===== config.mk =====
export PLATFORM = sky130hd
export DESIGN_NAME = group_scheduler
export DESIGN_NICKNAME = d
export VERILOG_FILES = /design/src/rtl/lib_arbiter_pkg.sv /design/src/rtl/evt_fifo.sv /design/src/rtl/group_scheduler.sv
export SDC_FILE = /design/constraint.sdc
export NUM_CORES = 1
export LEC_CHECK = 0
export CAP_MARGIN = 20
export CORE_UTILIZATION = 38
export CTS_CLUSTER_DIAMETER = 100
export CTS_CLUSTER_SIZE = 12
export DETAILED_ROUTE_END_ITERATION = 16
export PLACE_DENSITY = 0.72
export SLEW_MARGIN = 20
export SYNTH_ARGS = -nofsm -noshare
export SYNTH_HDL_FRONTEND = slang
export SYNTH_HIERARCHICAL = 1
export SYNTH_SLANG_ARGS = --single-unit

===== constraint.sdc =====
create_clock -name clk_i -period 3.4 [get_ports clk_i]
set_clock_uncertainty 0.2 [all_clocks]
set_input_delay 0.68 -clock clk_i [delete_from_list [all_inputs] [get_ports clk_i]]
set_output_delay 0.68 -clock clk_i [all_outputs]
set_load 0.03 [all_outputs]

===== src/rtl/lib_arbiter_pkg.sv =====
// Shared types for the pixel-group scheduler.
// sched_state_t : scheduler FSM state encoding.
// evt_t         : event payload {grp, x, y} at the default geometry
//                 (4 groups, 1-bit row/column address).
package lib_arbiter_pkg;

  localparam int unsigned EVT_GRP_W = 2;
  localparam int unsigned EVT_LVL_W = 1;

  typedef enum logic [1:0] {
    IDLE    = 2'd0,
    SELECT  = 2'd1,
    SERVE   = 2'd2,
    RELEASE = 2'd3
  } sched_state_t;

  typedef struct packed {
    logic [EVT_GRP_W-1:0] grp;
    logic [EVT_LVL_W-1:0] x;
    logic [EVT_LVL_W-1:0] y;
  } evt_t;

  localparam int unsigned EVT_W = $bits(evt_t);

endpackage


===== src/rtl/evt_fifo.sv =====
// Event buffer: synchronous FIFO with first-word-fall-through head.
// Ports:
//   clk_i, reset_i     : clock, synchronous active-low reset
//   push_i, data_i     : write request and payload (ignored when full
//                        unless a pop happens in the same cycle)
//   pop_i              : read request (ignored when empty)
//   full_o, empty_o    : occupancy flags
//   head_o             : oldest entry, valid while empty_o is low
// DEPTH must be a power of 2 (>= 2) so the pointers wrap naturally.
module evt_fifo #(
  parameter int unsigned WIDTH = 4,
  parameter int unsigned DEPTH = 4
) (
  input  logic             clk_i,
  input  logic             reset_i,
  input  logic             push_i,
  input  logic [WIDTH-1:0] data_i,
  input  logic             pop_i,
  output logic             full_o,
  output logic             empty_o,
  output logic [WIDTH-1:0] head_o
);

  localparam int unsigned AW = $clog2(DEPTH);
  localparam int unsigned CW = AW + 1;

  logic [WIDTH-1:0] mem_q [DEPTH];
  logic [AW-1:0]    wr_ptr_q, rd_ptr_q;
  logic [CW-1:0]    count_q, count_d;
  logic             wr_en, rd_en;

  assign full_o  = (count_q == CW'(DEPTH));
  assign empty_o = (count_q == '0);
  assign head_o  = mem_q[rd_ptr_q];

  // A pop in the same cycle frees the slot the push needs.
  assign rd_en = pop_i && !empty_o;
  assign wr_en = push_i && (!full_o || rd_en);

  always_comb begin
    count_d = count_q;
    case ({wr_en, rd_en})
      2'b10:   count_d = count_q + CW'(1);
      2'b01:   count_d = count_q - CW'(1);
      default: count_d = count_q;
    endcase
  end

  always_ff @(posedge clk_i) begin
    if (!reset_i) begin
      wr_ptr_q <= '0;
      rd_ptr_q <= '0;
      count_q  <= '0;
      for (int i = 0; i < int'(DEPTH); i++) mem_q[i] <= '0;
    end else begin
      count_q <= count_d;
      if (wr_en) begin
        mem_q[wr_ptr_q] <= data_i;
        wr_ptr_q        <= wr_ptr_q + AW'(1);
      end
      if (rd_en) rd_ptr_q <= rd_ptr_q + AW'(1);
    end
  end

endmodule


===== src/rtl/group_scheduler.sv =====
// Round-robin scheduler that serves one pixel group at a time and
// funnels its granted pixel addresses into a shared event FIFO.
// Ports:
//   clk_i, reset_i            : clock, synchronous active-low reset
//   grp_req_i                 : per-group pending request
//   grp_active_i              : per-group "grant valid this cycle"
//   grp_release_i             : per-group "all requests served"
//   grp_x_add_i, grp_y_add_i  : per-group granted row / column (flattened)
//   grp_enable_o              : one-hot enable to the group being served
//   evt_valid_o, evt_ready_i  : event handshake
//   evt_grp_o, evt_x_o, evt_y_o : event payload (FIFO head)
//   busy_o                    : FSM not in IDLE
//   ovf_o                     : sticky, set when an event was dropped
//   drop_cnt_o                : saturating dropped-event count, present
//                               only when GRP_SCHED_DROP_CNT_EN is defined
module group_scheduler
  import lib_arbiter_pkg::*;
#(
  parameter int unsigned NUM_GROUPS = 4,
  parameter int unsigned GRP_ADD    = 2,
  parameter int unsigned Lvl_ADD    = 1,
  parameter int unsigned FIFO_DEPTH = 4
) (
  input  logic                          clk_i,
  input  logic                          reset_i,
  input  logic [NUM_GROUPS-1:0]         grp_req_i,
  input  logic [NUM_GROUPS-1:0]         grp_active_i,
  input  logic [NUM_GROUPS-1:0]         grp_release_i,
  input  logic [NUM_GROUPS*Lvl_ADD-1:0] grp_x_add_i,
  input  logic [NUM_GROUPS*Lvl_ADD-1:0] grp_y_add_i,
  output logic [NUM_GROUPS-1:0]         grp_enable_o,
  output logic                          evt_valid_o,
  input  logic                          evt_ready_i,
  output logic [GRP_ADD-1:0]            evt_grp_o,
  output logic [Lvl_ADD-1:0]            evt_x_o,
  output logic [Lvl_ADD-1:0]            evt_y_o,
  output logic                          busy_o,
`ifdef GRP_SCHED_DROP_CNT_EN
  output logic [7:0]                    drop_cnt_o,
`endif
  output logic                          ovf_o
);

  localparam int unsigned EW = GRP_ADD + 2 * Lvl_ADD;

  sched_state_t          state_q, state_d;
  logic [GRP_ADD-1:0]    sel_q, sel_d;
  logic [GRP_ADD-1:0]    rr_q, rr_d;
  logic [GRP_ADD-1:0]    pick, idx;
  logic                  found;
  logic                  push, pop, drop;
  logic                  fifo_full, fifo_empty;
  logic [EW-1:0]         push_data, head;
  logic [NUM_GROUPS-1:0] en_q, en_d;
  logic                  busy_q, ovf_q;

  // Next-state logic; the round-robin search starts at rr_q and wraps.
  always_comb begin
    state_d = state_q;
    sel_d   = sel_q;
    rr_d    = rr_q;
    push    = 1'b0;
    found   = 1'b0;
    pick    = '0;
    idx     = '0;
    for (int i = 0; i < int'(NUM_GROUPS); i++) begin
      idx = GRP_ADD'((int'(rr_q) + i) % int'(NUM_GROUPS));
      if (!found && grp_req_i[idx]) begin
        found = 1'b1;
        pick  = idx;
      end
    end
    case (state_q)
      IDLE: begin
        if (|grp_req_i) state_d = SELECT;
      end
      SELECT: begin
        if (found) begin
          sel_d   = pick;
          state_d = SERVE;
        end else begin
          state_d = IDLE;
        end
      end
      SERVE: begin
        push = grp_active_i[sel_q];
        if (grp_release_i[sel_q]) state_d = RELEASE;
      end
      RELEASE: begin
        rr_d    = GRP_ADD'((int'(sel_q) + 1) % int'(NUM_GROUPS));
        state_d = IDLE;
      end
      default: state_d = IDLE;
    endcase
  end

  // Enable and busy are registered from the next state so they line up
  // with the state they describe.
  always_comb begin
    en_d = '0;
    if (state_d == SERVE) en_d = NUM_GROUPS'(1) << sel_d;
  end

  always_ff @(posedge clk_i) begin
    if (!reset_i) begin
      state_q <= IDLE;
      sel_q   <= '0;
      rr_q    <= '0;
      en_q    <= '0;
      busy_q  <= 1'b0;
      ovf_q   <= 1'b0;
    end else begin
      state_q <= state_d;
      sel_q   <= sel_d;
      rr_q    <= rr_d;
      en_q    <= en_d;
      busy_q  <= (state_d != IDLE);
      ovf_q   <= ovf_q | drop;
    end
  end

  assign push_data = {sel_q,
                      grp_x_add_i[int'(sel_q)*Lvl_ADD +: Lvl_ADD],
                      grp_y_add_i[int'(sel_q)*Lvl_ADD +: Lvl_ADD]};
  assign pop  = !fifo_empty && evt_ready_i;
  assign drop = push && fifo_full && !pop;

  evt_fifo #(
    .WIDTH(EW),
    .DEPTH(FIFO_DEPTH)
  ) u_fifo (
    .clk_i   (clk_i),
    .reset_i (reset_i),
    .push_i  (push),
    .data_i  (push_data),
    .pop_i   (pop),
    .full_o  (fifo_full),
    .empty_o (fifo_empty),
    .head_o  (head)
  );

`ifdef GRP_SCHED_DROP_CNT_EN
  logic [7:0] drop_cnt_q;

  // Saturating count of dropped events.
  always_ff @(posedge clk_i) begin
    if (!reset_i) begin
      drop_cnt_q <= '0;
    end else if (drop && (drop_cnt_q != 8'hFF)) begin
      drop_cnt_q <= drop_cnt_q + 8'd1;
    end
  end

  assign drop_cnt_o = drop_cnt_q;
`endif

  assign grp_enable_o = en_q;
  assign busy_o       = busy_q;
  assign ovf_o        = ovf_q;
  assign evt_valid_o  = !fifo_empty;
  assign evt_grp_o    = head[EW-1 -: GRP_ADD];
  assign evt_x_o      = head[2*Lvl_ADD-1 -: Lvl_ADD];
  assign evt_y_o      = head[Lvl_ADD-1:0];

endmodule


==> summary.md, run 1 <==
| Metric | Value |
|---|---|
| Outcome | `completed` |
| First drt pass iteration count | `4` |
| ANT cells | `0` |
| Critical path peak fanout | `4` |
| Final worst path period need | `2990 ps` |
| Die Ht | `73.4 um` |
| Drt wl/cell | `13.8 um` |
| Routed Antenna Nets | `0` |
| Static Leak | `0.839 nW` |
| Hold_buf cts | `0` |
| Worst r2r src | `sel_q[0]$_SDFF_PN0_` |
| Worst reg-to-reg path cell count | `8` |
| CTS Buf Count | `5` |
| Die W | `73.4 um` |
| Nets@finish | `240` |
| Clock Latency Late Sink | `290 ps` |
| Period utilization | `88.0%` |
| CP max stage delay | `460 ps` |
| # rows | `25` |
| DRT Wirelength | `3910 um` |
| Crit path cell chain | `clkdlybuf4s50_1 -> mux4_2 -> and2_1 -> inv_1 -> nand2b_1 -> fa_1 -> o21ba_2 -> o211ai_1 -> a221oi_1` |
| Unrepaired setup endpoints after global routing | `no` |
| Crit-path slowest cell | `fa_1` |
| Post-Syn Instances | `183` |
| Top_reg_cell synth | `dfxtp_1` |
| End of the worst hold path | `ovf_o$_SDFF_PN0_` |
| Clock root buffer | `clkbuf_8` |
| Synth unique cells | `50` |
| CP Capture Type | `flop` |
| Asr flop ratio synth | `0%` |
| Max Fclk | `334 MHz` |
| Pre-CTS setup slack | `131 ps` |
| Setup Crit Path Kind | `in2reg` |
| Flop-to-flop setup slack | `810 ps` |
| Gp weighted congestion | `0.756` |
| Seq/Total Area, Yosys | `46.5%` |
| Vias | `1,476` |
| Synth Cell Area | `1940 um^2` |
| Core box area | `4820 um^2` |
| Post-synth EDFFs | `16` |
| IO buf count | `33` |
| CTS resizes | `0` |
| Total GRT Usage | `16.4%` |
| CP Data Required Time | `3400 ps` |
| Share of layout cells above drive strength 1 | `13.8%` |
| DR DRC count | `0` |
| Final hold slack | `289 ps` |
| Relative slew slack | `51.6%` |
| CTS tree | `yes` |
| Post-CTS setup buffer count | `0` |
| Flops & latches, synth | `37` |
| Min-delay src | `ovf_o$_SDFF_PN0_` |
| Hold path depth | `2` |
| Slew @ Worst Pin | `719 ps` |
| I/O pin cnt | `34` |
| Final setup viols | `0` |
| Fin Setup TNS | `0 ps` |
| Vias per inst | `5.20` |
| Crit path DAT | `2990 ps` |
| Ys Warns | `6` |
| DR iter-0 viols | `149` |
| Die area | `5380 um^2` |
| Synth-to-Final Area Change | `25.8%` |
| Clk buf depth | `2` |
| First-pass GRT wire length | `6640 um` |
| Total power | `1.00 mW` |
| Clock sink total | `37` |
| Initial antenna violation count | `0` |
| CTS clk-pin slew, worst paths | `80 ps` |
| Max Slew Vio Count | `0` |
| Post-DP HPWL | `2900 um` |
| Vias in the first global route | `1,393` |
| R2r endpoint | `u_fifo/count_q[1]$_SDFFE_PN0P_` |
| Setup WS post-layout | `408 ps` |
| CTS H-tree depth | `2` |
| Worst Hold Class | `reg2reg` |
| Power density over cell area | `413 nW/um^2` |
| Endpoints failing hold | `0` |
| Starting density of the core | `40.2%` |
| Largest net degree at the start of global routing | `14` |
| Max-cap check violation count | `0` |
| Total gr overflow | `0` |
| Syn Area/Cell | `10.6 um^2` |
| Post-synth net total | `207` |
| VDD IR-drop max | `270 uV` |
| CP startpoint kind | `input port` |
report_power, final:
group	total [mW]	leakage [nW]	internal (mW)	switching, mW
sequential	0.495	0.336	0.480	0.0148
combinational	0.138	0.451	0.0713	0.0671
clock	0.372	0.0518	0.216	0.156
state kept, by name (all words and copies together) (netlist names), named ones only:
name             cells
rr_q                 2
grp_enable_o         4
state_q              2
u_fifo/wr_ptr_q      2
u_fifo/mem_q        16
u_fifo/rd_ptr_q      2
busy_o               1
ovf_o                1
u_fifo/count_q       3
sel_q                2
Yosys cell counts, types with 2 or more instances:
master	count	area, um^2
edfxtp_1	16	480
nor2b_1	7	43.8
inv_1	10	37.5
o211ai_1	3	22.5
o31ai_1	2	15.0
buf_2	6	30.0
nor3_1	5	25.0
or4_4	2	22.5
or3_1	3	18.8
mux4_2	7	158
nor3b_1	2	15.0
clkbuf_1	3	11.3
clkbuf_2	2	10.0
a311oi_1	2	17.5
nand2_1	9	33.8
nand2b_1	7	43.8
nand3_1	2	10.0
o21ai_0	6	30.0
nor4_1	4	25.0
xor2_1	4	35.0
nor2_1	19	71.3
a21oi_1	9	45.0
dfxtp_1	21	420
mux2i_1	2	20.0
and2_1	4	25.0
o21bai_1	2	15.0
critical path, delay by kind of cell:
family	cells	cell delay, ps
compound gates	3	620
fa+ha+maj	1	460
buf+inv	2	510
mux	1	450
simple gates	2	270
through the flow:
step | util [%] | area [um^2] | cells
3_5_place_dp | 48.3 | 2320 | 276
3_3_place_gp | 48.3 | 2320 | 276
6_report | 50.5 | 2430 | 284
2_1_floorplan | - | 1940 | 183
4_1_cts | 50.5 | 2430 | 284
5_1_grt | 50.5 | 2430 | 284
kinds of logic after synthesis:
group	share of synthesized area, %
adder cells (fa/ha/maj)	1.03
XOR/XNOR	2.26
multiplexers	9.76
flip-flops	46.5
AO/OA/AOI/OAI	13.7
buffers and inverters	5.37
AND/OR/NAND/NOR	21.3
worst max-delay path by stage:
stage	startpoint	to
CTS	grp_active_i[3]	u_fifo/count_q[1]$_SDFFE_PN0P_
detailed placement	grp_active_i[3]	u_fifo/count_q[1]$_SDFFE_PN0P_
global placement	grp_active_i[3]	u_fifo/count_q[1]$_SDFFE_PN0P_
floorplan	evt_ready_i	u_fifo/count_q[1]$_SDFFE_PN0P_
global route	grp_active_i[3]	u_fifo/count_q[1]$_SDFFE_PN0P_
finish	grp_active_i[3]	u_fifo/count_q[1]$_SDFFE_PN0P_
cell type report:
cell class              instances  area [um^2]
fillers                       439         2380
repair buffers                 38          368
multi-input cells             123          931
inverters                      11         41.3
clock inverters                 3         41.3
flip-flops and latches         37          901
well taps                      67         83.8
clock buffers                   5         68.8
cell usage in the layout, fill, tap and decap left out, types with 2 or more instances in the layout:
master and instances:
clkdlybuf4s50_1 33, dfxtp_1 21, nor2_1 19, edfxtp_1 16, inv_1 10, a21oi_1 9
nand2_1 9, mux4_2 7, nor2b_1 7, nand2b_1 7, o21ai_0 6, clkbuf_8 5
buf_4 5, nor3_1 5, and2_1 4, xor2_1 4, nor4_1 4, o211ai_1 3
or3_1 3, a311oi_1 2, mux2i_1 2, or4_4 2, o21bai_1 2, nor3b_1 2
o31ai_1 2, nand3_1 2
metal layers:
metal  routed length [um]  global-route usage, %  share of wire [%]
met1                 1670                   21.9                 43
met2                 1900                   26.0                 48
met3                  303                   4.39                7.7
met4                   46                   5.34                1.2
met5                    0                      0                  0
Power figures use the tool's default switching activity.
==> run 2, diff against run 1 <==
--- a/config.mk
+++ b/config.mk
@@ -12,3 +12,3 @@
 export DETAILED_ROUTE_END_ITERATION = 16
-export PLACE_DENSITY = 0.72
+export PLACE_DENSITY_LB_ADDON = 0.2
 export SLEW_MARGIN = 20
--- a/constraint.sdc
+++ b/constraint.sdc
@@ -4,2 +4,2 @@
 set_output_delay 0.68 -clock clk_i [all_outputs]
-set_load 0.03 [all_outputs]
+set_load 0.005 [all_outputs]
==> summary.md, run 2 (synthesis results as in run 1) <==
| Metric | Value |
|---|---|
| Max reg flops | `16 (unchanged)` |
| Max-cap check violation count | `0 (unchanged)` |
| Pre-CTS setup slack | `145 ps (was 131 ps)` |
| Critical path peak fanout | `4 (unchanged)` |
| CTS tree | `yes (unchanged)` |
| Total GRT Usage | `16.6% (was 16.4%)` |
| Worst Hold Class | `reg2reg (unchanged)` |
| Largest net degree at the start of global routing | `14 (unchanged)` |
| Vias | `1,485 (was 1,476)` |
| Fin Setup TNS | `0 ps (unchanged)` |
| CP startpoint kind | `input port (unchanged)` |
| Starting density of the core | `40.2% (unchanged)` |
| Final worst path period need | `2940 ps (was 2990 ps)` |
| CTS clk-pin slew, worst paths | `80 ps (about the same)` |
| Endpoints failing hold | `0 (unchanged)` |
| Clk buf depth | `2 (unchanged)` |
| Final setup viols | `0 (unchanged)` |
| Core box area | `4820 um^2 (unchanged)` |
| DR DRC count | `0 (unchanged)` |
| Most common cell after layout, fill and taps aside | `clkdlybuf4s50_1 (unchanged)` |
| Max Slew Vio Count | `0 (unchanged)` |
| Most frequent cells in the layout | `clkdlybuf4s50_1 (33), dfxtp_1 (21), nor2_1 (19), edfxtp_1 (16), inv_1 (10) (unchanged)` |
| Most flop-heavy register | `u_fifo/mem_q (unchanged)` |
| Synth-to-Final Area Change | `25.4% (was 25.8%)` |
| Period utilization | `86.5% (was 88.0%)` |
| Clock Latency Late Sink | `290 ps (about the same)` |
| Worst r2r src | `sel_q[1]$_SDFF_PN0_ (was sel_q[0]$_SDFF_PN0_)` |
| Post-DP HPWL | `3090 um (was 2900 um)` |
| Die area | `5380 um^2 (unchanged)` |
| VDD IR-drop max | `188 uV (was 270 uV)` |
| Max Fclk | `340 MHz (was 334 MHz)` |
| Static Leak | `0.833 nW (was 0.839 nW)` |
| Post-CTS setup buffer count | `0 (unchanged)` |
| R2r endpoint | `u_fifo/count_q[1]$_SDFFE_PN0P_ (unchanged)` |
| Placed Area | `2320 um^2 (about the same)` |
| DR iter-0 viols | `77 (was 149)` |
| Setup WS post-layout | `461 ps (was 408 ps)` |
| CTS H-tree depth | `2 (unchanged)` |
| Hold_buf cts | `0 (unchanged)` |
| Crit path DAT | `2940 ps (was 2990 ps)` |
| DRT Wirelength | `4000 um (was 3910 um)` |
| # rows | `25 (unchanged)` |
| Routed Antenna Nets | `0 (unchanged)` |
| Crit path launch | `grp_active_i[3] (unchanged)` |
| Final instance area | `2430 um^2 (about the same)` |
| Slew @ Worst Pin | `779 ps (was 719 ps)` |
| Total power | `998 uW (was 1.00 mW)` |
| Drt wl/cell | `14.1 um (was 13.8 um)` |
| DP Cell Count | `275 (was 276)` |
| CTS Buf Count | `5 (unchanged)` |
| Vias in the first global route | `1,476 (was 1,393)` |
| Worst reg-to-reg path cell count | `8 (unchanged)` |
| Gp weighted congestion | `0.787 (was 0.756)` |
| ANT cells | `0 (unchanged)` |
| Vias per inst | `5.25 (was 5.20)` |
| Initial antenna violation count | `0 (unchanged)` |
| Clock root buffer | `clkbuf_8 (unchanged)` |
| Clock sink total | `37 (unchanged)` |
| First drt pass iteration count | `4 (unchanged)` |
| CP Capture Type | `flop (unchanged)` |
| Outcome | `completed (unchanged)` |
| I/O pin cnt | `34 (unchanged)` |
| Die Ht | `73.4 um (unchanged)` |
| IO buf count | `33 (unchanged)` |
| First-pass GRT wire length | `6670 um (was 6640 um)` |
| Total gr overflow | `0 (unchanged)` |
| Share of layout cells above drive strength 1 | `13.4% (was 13.8%)` |
| Relative slew slack | `47.6% (was 51.6%)` |
| Die W | `73.4 um (unchanged)` |
| CTS resizes | `0 (unchanged)` |
| Non-filler cells, final | `283 (was 284)` |
| Power density over cell area | `411 nW/um^2 (was 413 nW/um^2)` |
| Unrepaired setup endpoints after global routing | `no (unchanged)` |
| Crit path to | `u_fifo/count_q[1]$_SDFFE_PN0P_ (unchanged)` |
| CP Data Required Time | `3400 ps (about the same)` |
| Flop-to-flop setup slack | `830 ps (was 810 ps)` |
| Nets@finish | `239 (was 240)` |
| Setup Crit Path Kind | `in2reg (unchanged)` |
-- run 2: changes by cell type in the layout (fill, tap and decap cells not counted) --
cell and change:
buf_4 -1
-- run 2: how the worst min path moves through the flow --
| stage | from | cells past startpoint | to | slack [ps] |
|---|---|---|---|---|
| 5_1_grt | ovf_o$_SDFF_PN0_ | 2 | ovf_o$_SDFF_PN0_ | 350 |
| 2_1_floorplan | ovf_o$_SDFF_PN0_ | 2 | ovf_o$_SDFF_PN0_ | 260 |
| 3_3_place_gp | ovf_o$_SDFF_PN0_ | 2 | ovf_o$_SDFF_PN0_ | 270 |
| 6_report | ovf_o$_SDFF_PN0_ | 2 | ovf_o$_SDFF_PN0_ | 300 |
| 4_1_cts | ovf_o$_SDFF_PN0_ | 2 | ovf_o$_SDFF_PN0_ | 310 |
| 3_5_place_dp | ovf_o$_SDFF_PN0_ | 2 | ovf_o$_SDFF_PN0_ | 280 |
-- run 2: cell type report --
cell class | instances | area, um^2
Timing Repair Buffer | 37 | 360
Clock inverter | 3 | 41.3
Tap cell | 67 | 83.8
Clock buffer | 5 | 68.8
Inverter | 11 | 41.3
Fill cell | 462 | 2390
Sequential cell | 37 | 901
Multi-Input combinational cell | 123 | 931
-- run 2: worst max-delay path, cell delays in order --
cell             delay, ps
clkdlybuf4s50_1        390
mux4_2                 450
and2_1                 180
inv_1                  100
nand2b_1                80
fa_1                   460
o21ba_2                240
o211ai_1                80
a221oi_1               280
-- run 2: routing by layer --
metal,vias to the layer above,part of all wire [%],track usage [%]
met4,0,2.0,7.48
met2,56,49,28.2
li1,729,-,-
met1,689,44,20.3
met3,11,5.2,3.43
met5,-,0,0
-- run 2: power by group --
part	switching, mW	total [mW]	internal [mW]
clock	0.161	0.377	0.216
combinational	0.0552	0.126	0.0705
sequential	0.0155	0.495	0.480
total	0.232	0.998	0.766
-- run 2: through the flow --
step	utilization [%]	hold slack, ps
global route	50.4	349
detailed placement	48.1	282
global placement	48.1	265
floorplan	-	260
CTS	50.4	313
finish	50.4	296
==> RTL edit 1 (config.mk and constraints of run 1) <==
Set the parameter `FIFO_DEPTH` to 16 (it was 4).
--- a/src/rtl/group_scheduler.sv
+++ b/src/rtl/group_scheduler.sv
@@ -21,3 +21,3 @@
   parameter int unsigned Lvl_ADD    = 1,
-  parameter int unsigned FIFO_DEPTH = 4
+  parameter int unsigned FIFO_DEPTH = 16
 ) (
Function: same outputs for any inputs over 4 cycles, from zero or initial values and one cycle with reset_i low; that may be too few to reach the edited logic, so the function may still have changed.
==> RTL edit 1 against run 1 <==
  * The flow now finishes with violations (design-rule violations)
  * Final area is 130% higher
  * Setup slack worse by 0.23 ns
  * Synthesized cell count increased by 120%
  * Routed wire length grew to 2.7 times the old value
  * Sequential cell count is 56 higher
  * Area after synthesis grew 140%
  * Power grew to 2.5 times the old value
  * Worst hold slack better by 0.00086 ns
  * Largest power group unchanged
==> RTL edit 1: results (changes against run 1) <==
outcome finished with violations (was completed); failing checks design-rule violations; compound-gate portion of the synthesized area 0.0982 (was 0.137); Post-Synth Adder-Cell Area 0.0261 (was 0.0103); largest net degree at the start of global routing 58 (was 14); Worst Path Arrival 2.34 ns (was 2.99 ns); via count 3,280 (was 1,476); Max transition margin 0.562 (was 0.516); Num CTS Buffers 9 (was 5); sequential power share 0.503 (was 0.492); Power per Cell Area 454 mW/mm² (was 413 mW/mm²); number of synthesized flops with an enable pin 64 (was 16); Iteration-0 DRC Markers 379 (was 149); kind of critical path register to primary output (was primary input to register); Post-Route WL 10,500 µm (was 3910 µm); DRC viols 1 (was 0); CP max FO 16 (was 4); Worst-Skew Late Latency 0.34 ns (was 0.29 ns); ranking of synthesized cells by area edfxtp_1, dfxtp_1, mux4_2 (unchanged); nets@finish 480 (was 240); sequential share of the synthesized area 0.544 (was 0.465); mean post-synth cell area 11.6 µm² (was 10.6 µm²); Psw 0.000580 W (was 0.000238 W); worst-case reg-to-reg path depth 10 (was 8); CTS H-tree depth 3 (was 2); vias in the first global route 3,428 (was 1,393); RD Place Congestion 0.785 (was 0.756); overall routing resource usage 0.181 (was 0.164); cell family with most CP delay buffers and inverters (was compound AO/OA/AOI/OAI gates); synth unique cells 54 (was 50); Final HPWL DP 7560 µm (was 2900 µm); xor and xnor area share after synthesis 0.00952 (was 0.0226); placed insts 580 (was 276); first-pass GRT wire length 17,400 µm (was 6640 µm); R2R Path Start u_fifo/count_q[3] (was sel_q[0]); top cells by count, synth nor2_1, edfxtp_1, dfxtp_1, nand2_1, o21ai_0 (was dfxtp_1, nor2_1, edfxtp_1, inv_1); largest stage delay on the critical path 0.59 ns (was 0.46 ns); fraction of layout instances using a drive strength above 1 0.174 (was 0.138); Main synth FF type edfxtp_1 (was dfxtp_1); Placement Setup Slack -0.0857 ns (was 0.131 ns); leakage 1.99 nW (was 0.839 nW); Mapped Nets 429 (was 207); Max stage delay cell, worst path clkdlybuf4s50_1 (was fa_1); Max VDD drop 0.287 mV (was 0.270 mV); WL/cell 17.7 µm (was 13.8 µm); mux share of post-synthesis cell area 0.116 (was 0.0976); HP Class register to register (unchanged)
## RTL edit 1: cell types whose count changed after synthesis, sizes merged, moves of 12 or more
cell,run 1,this run
edfxtp,16,64
mux4,7,19
nand2,10,26
nand4,0,15
nor2,19,77
o21ai,6,23
## RTL edit 1: per-stage QoR
| stage | hold WS, ns | instance area [µm²] |
|---|---|---|
| after global routing | 0.325 | 5550 |
| after floorplan | 0.267 | 4600 |
| after detailed placement | 0.279 | 5240 |
| final | 0.290 | 5550 |
| after CTS | 0.300 | 5540 |
| after global placement | 0.287 | 5240 |
## RTL edit 1: final cells by class
type / count / area (µm²)
Timing Repair Buffer: 65 / 592
Sequential cell: 93 / 2500
Clock inverter: 6 / 68.8
Tap cell: 143 / 179
Inverter: 9 / 33.8
Clock buffer: 10 / 229
Fill cell: 1069 / 6070
Multi-Input combinational cell: 270 / 1940
## RTL edit 1: worst reg2reg max path, delay by kind of cell (launching register included)
kind,cells,cell delay (ns)
AOI/OAI and AO/OA,1,0.12
buffers and inverters,3,0.58
and+or+nand+nor,6,1.50
DFF,1,0.34
## RTL edit 1: worst paths after layout
kind / to / slack [ns]
worst min-delay path: ovf_o / 0.29
worst max-delay path: evt_grp_o[0] / 0.18
worst max register to register: u_fifo/mem_q[9][0] / 0.42
worst min register to register: ovf_o / 0.29
## RTL edit 1: metal layers
| layer | GRT usage | routed length, µm | up-vias |
|---|---|---|---|
| li1 | - | - | 1552 |
| met3 | 0.0359 | 653 | 12 |
| met2 | 0.312 | 5260 | 115 |
| met1 | 0.225 | 4480 | 1601 |
| met5 | 0 | 0 | - |
| met4 | 0.0684 | 142 | 0 |
==> RTL edit 2 (flow settings as in run 1) <==
Without the edit above. The 4 states of `sched_state_t` get a one-hot encoding in 4 bits.
--- a/src/rtl/lib_arbiter_pkg.sv
+++ b/src/rtl/lib_arbiter_pkg.sv
@@ -9,7 +9,7 @@
 
-  typedef enum logic [1:0] {
-    IDLE    = 2'd0,
-    SELECT  = 2'd1,
-    SERVE   = 2'd2,
-    RELEASE = 2'd3
+  typedef enum logic [3:0] {
+    IDLE    = 4'b0001,
+    SELECT  = 4'b0010,
+    SERVE   = 4'b0100,
+    RELEASE = 4'b1000
   } sched_state_t;
Function: same outputs for any inputs over 4 cycles, from zero or initial values and one cycle with reset_i low; so few cycles prove little.
==> RTL edit 2 against run 1 <==
  * Global-route usage barely moved
  * Clock power rose by 22%
  * Final area rose by 5.9%
  * Setup slack got worse by 0.0036 ns
  * Area after synthesis rose by 5.9%
  * Critical path depth did not move
  * Sequential cell count rose by 2
  * Power rose by 29%
  * Routed wire length rose by 3.8%
  * Highest routed layer unchanged
==> RTL edit 2: results (changes against run 1) <==
sequential power share 0.443 (was 0.492); Clock-cell share 0.0514 (was 0.0452); sequential share of the synthesized area 0.459 (was 0.465); Layout fillers 497 (was 439); Iteration-0 DRC Markers 112 (was 149); met3 WL 135 µm (was 303 µm); met2 wire len 1990 µm (was 1900 µm); top cells by count, synth dfxtp_1, edfxtp_1, nor2_1, inv_1, nand2_1 (was dfxtp_1, nor2_1, edfxtp_1, inv_1); Post-DP Area 0.00245 mm² (was 0.00232 mm²); Mapped Nets 215 (was 207); mean post-synth cell area 10.7 µm² (was 10.6 µm²); Final Non-Filler Cells 297 (was 284); Final HPWL DP 2980 µm (was 2900 µm); register area 941 µm² (was 901 µm²); fraction of layout instances using a drive strength above 1 0.159 (was 0.138); via count 1,546 (was 1,476); mux share of post-synthesis cell area 0.0866 (was 0.0976); Power Total 0.00130 W (was 0.00100 W); Max stage delay cell, worst path mux4_2 (was fa_1); synthesized flop and latch total 39 (was 37); ranking of synthesized cells by area edfxtp_1, dfxtp_1, mux4_2 (unchanged); Plain + repair buffers 39 (was 38); first-pass GRT wire length 6910 µm (was 6640 µm); placed insts 289 (was 276); compound-gate portion of the synthesized area 0.120 (was 0.137); Post-Route WL 4060 µm (was 3910 µm); Post-Synth Adder-Cell Area 0.00976 (was 0.0103); outcome completed (unchanged); # clk buffers 6 (was 5); worst-margin pin slew 0.657 ns (was 0.719 ns); leakage 0.905 nW (was 0.839 nW); nets@finish 250 (was 240); Logic pwr share 0.207 (was 0.138); overall routing resource usage 0.164 (about the same); Post-Syn Area 0.00205 mm² (was 0.00194 mm²); DRT met1 WL 1890 µm (was 1670 µm)
-- RTL edit 2: per-layer routing --
| metal | global-route usage | vias to the layer above |
|---|---|---|
| li1 | - | 778 |
| met4 | 0.0556 | 0 |
| met5 | 0 | - |
| met3 | 0.0397 | 5 |
| met2 | 0.278 | 34 |
| met1 | 0.205 | 729 |
-- RTL edit 2: stage by stage --
step	setup slack [ns]	util	hold WS, ns
after floorplan	0.555	-	0.282
after detailed placement	0.138	0.476	0.294
final	0.404	0.502	0.303
after global placement	0.206	0.476	0.287
after global routing	0.325	0.502	0.362
after CTS	0.423	0.502	0.316
-- RTL edit 2: cells by family after synthesis --
group,Yosys count
and+or+nand+nor,77
DFF,39
AOI/OAI and AO/OA,35
buffers and inverters,24
muxes,9
xor gates and xnor gates,6
adders and majority gates,1
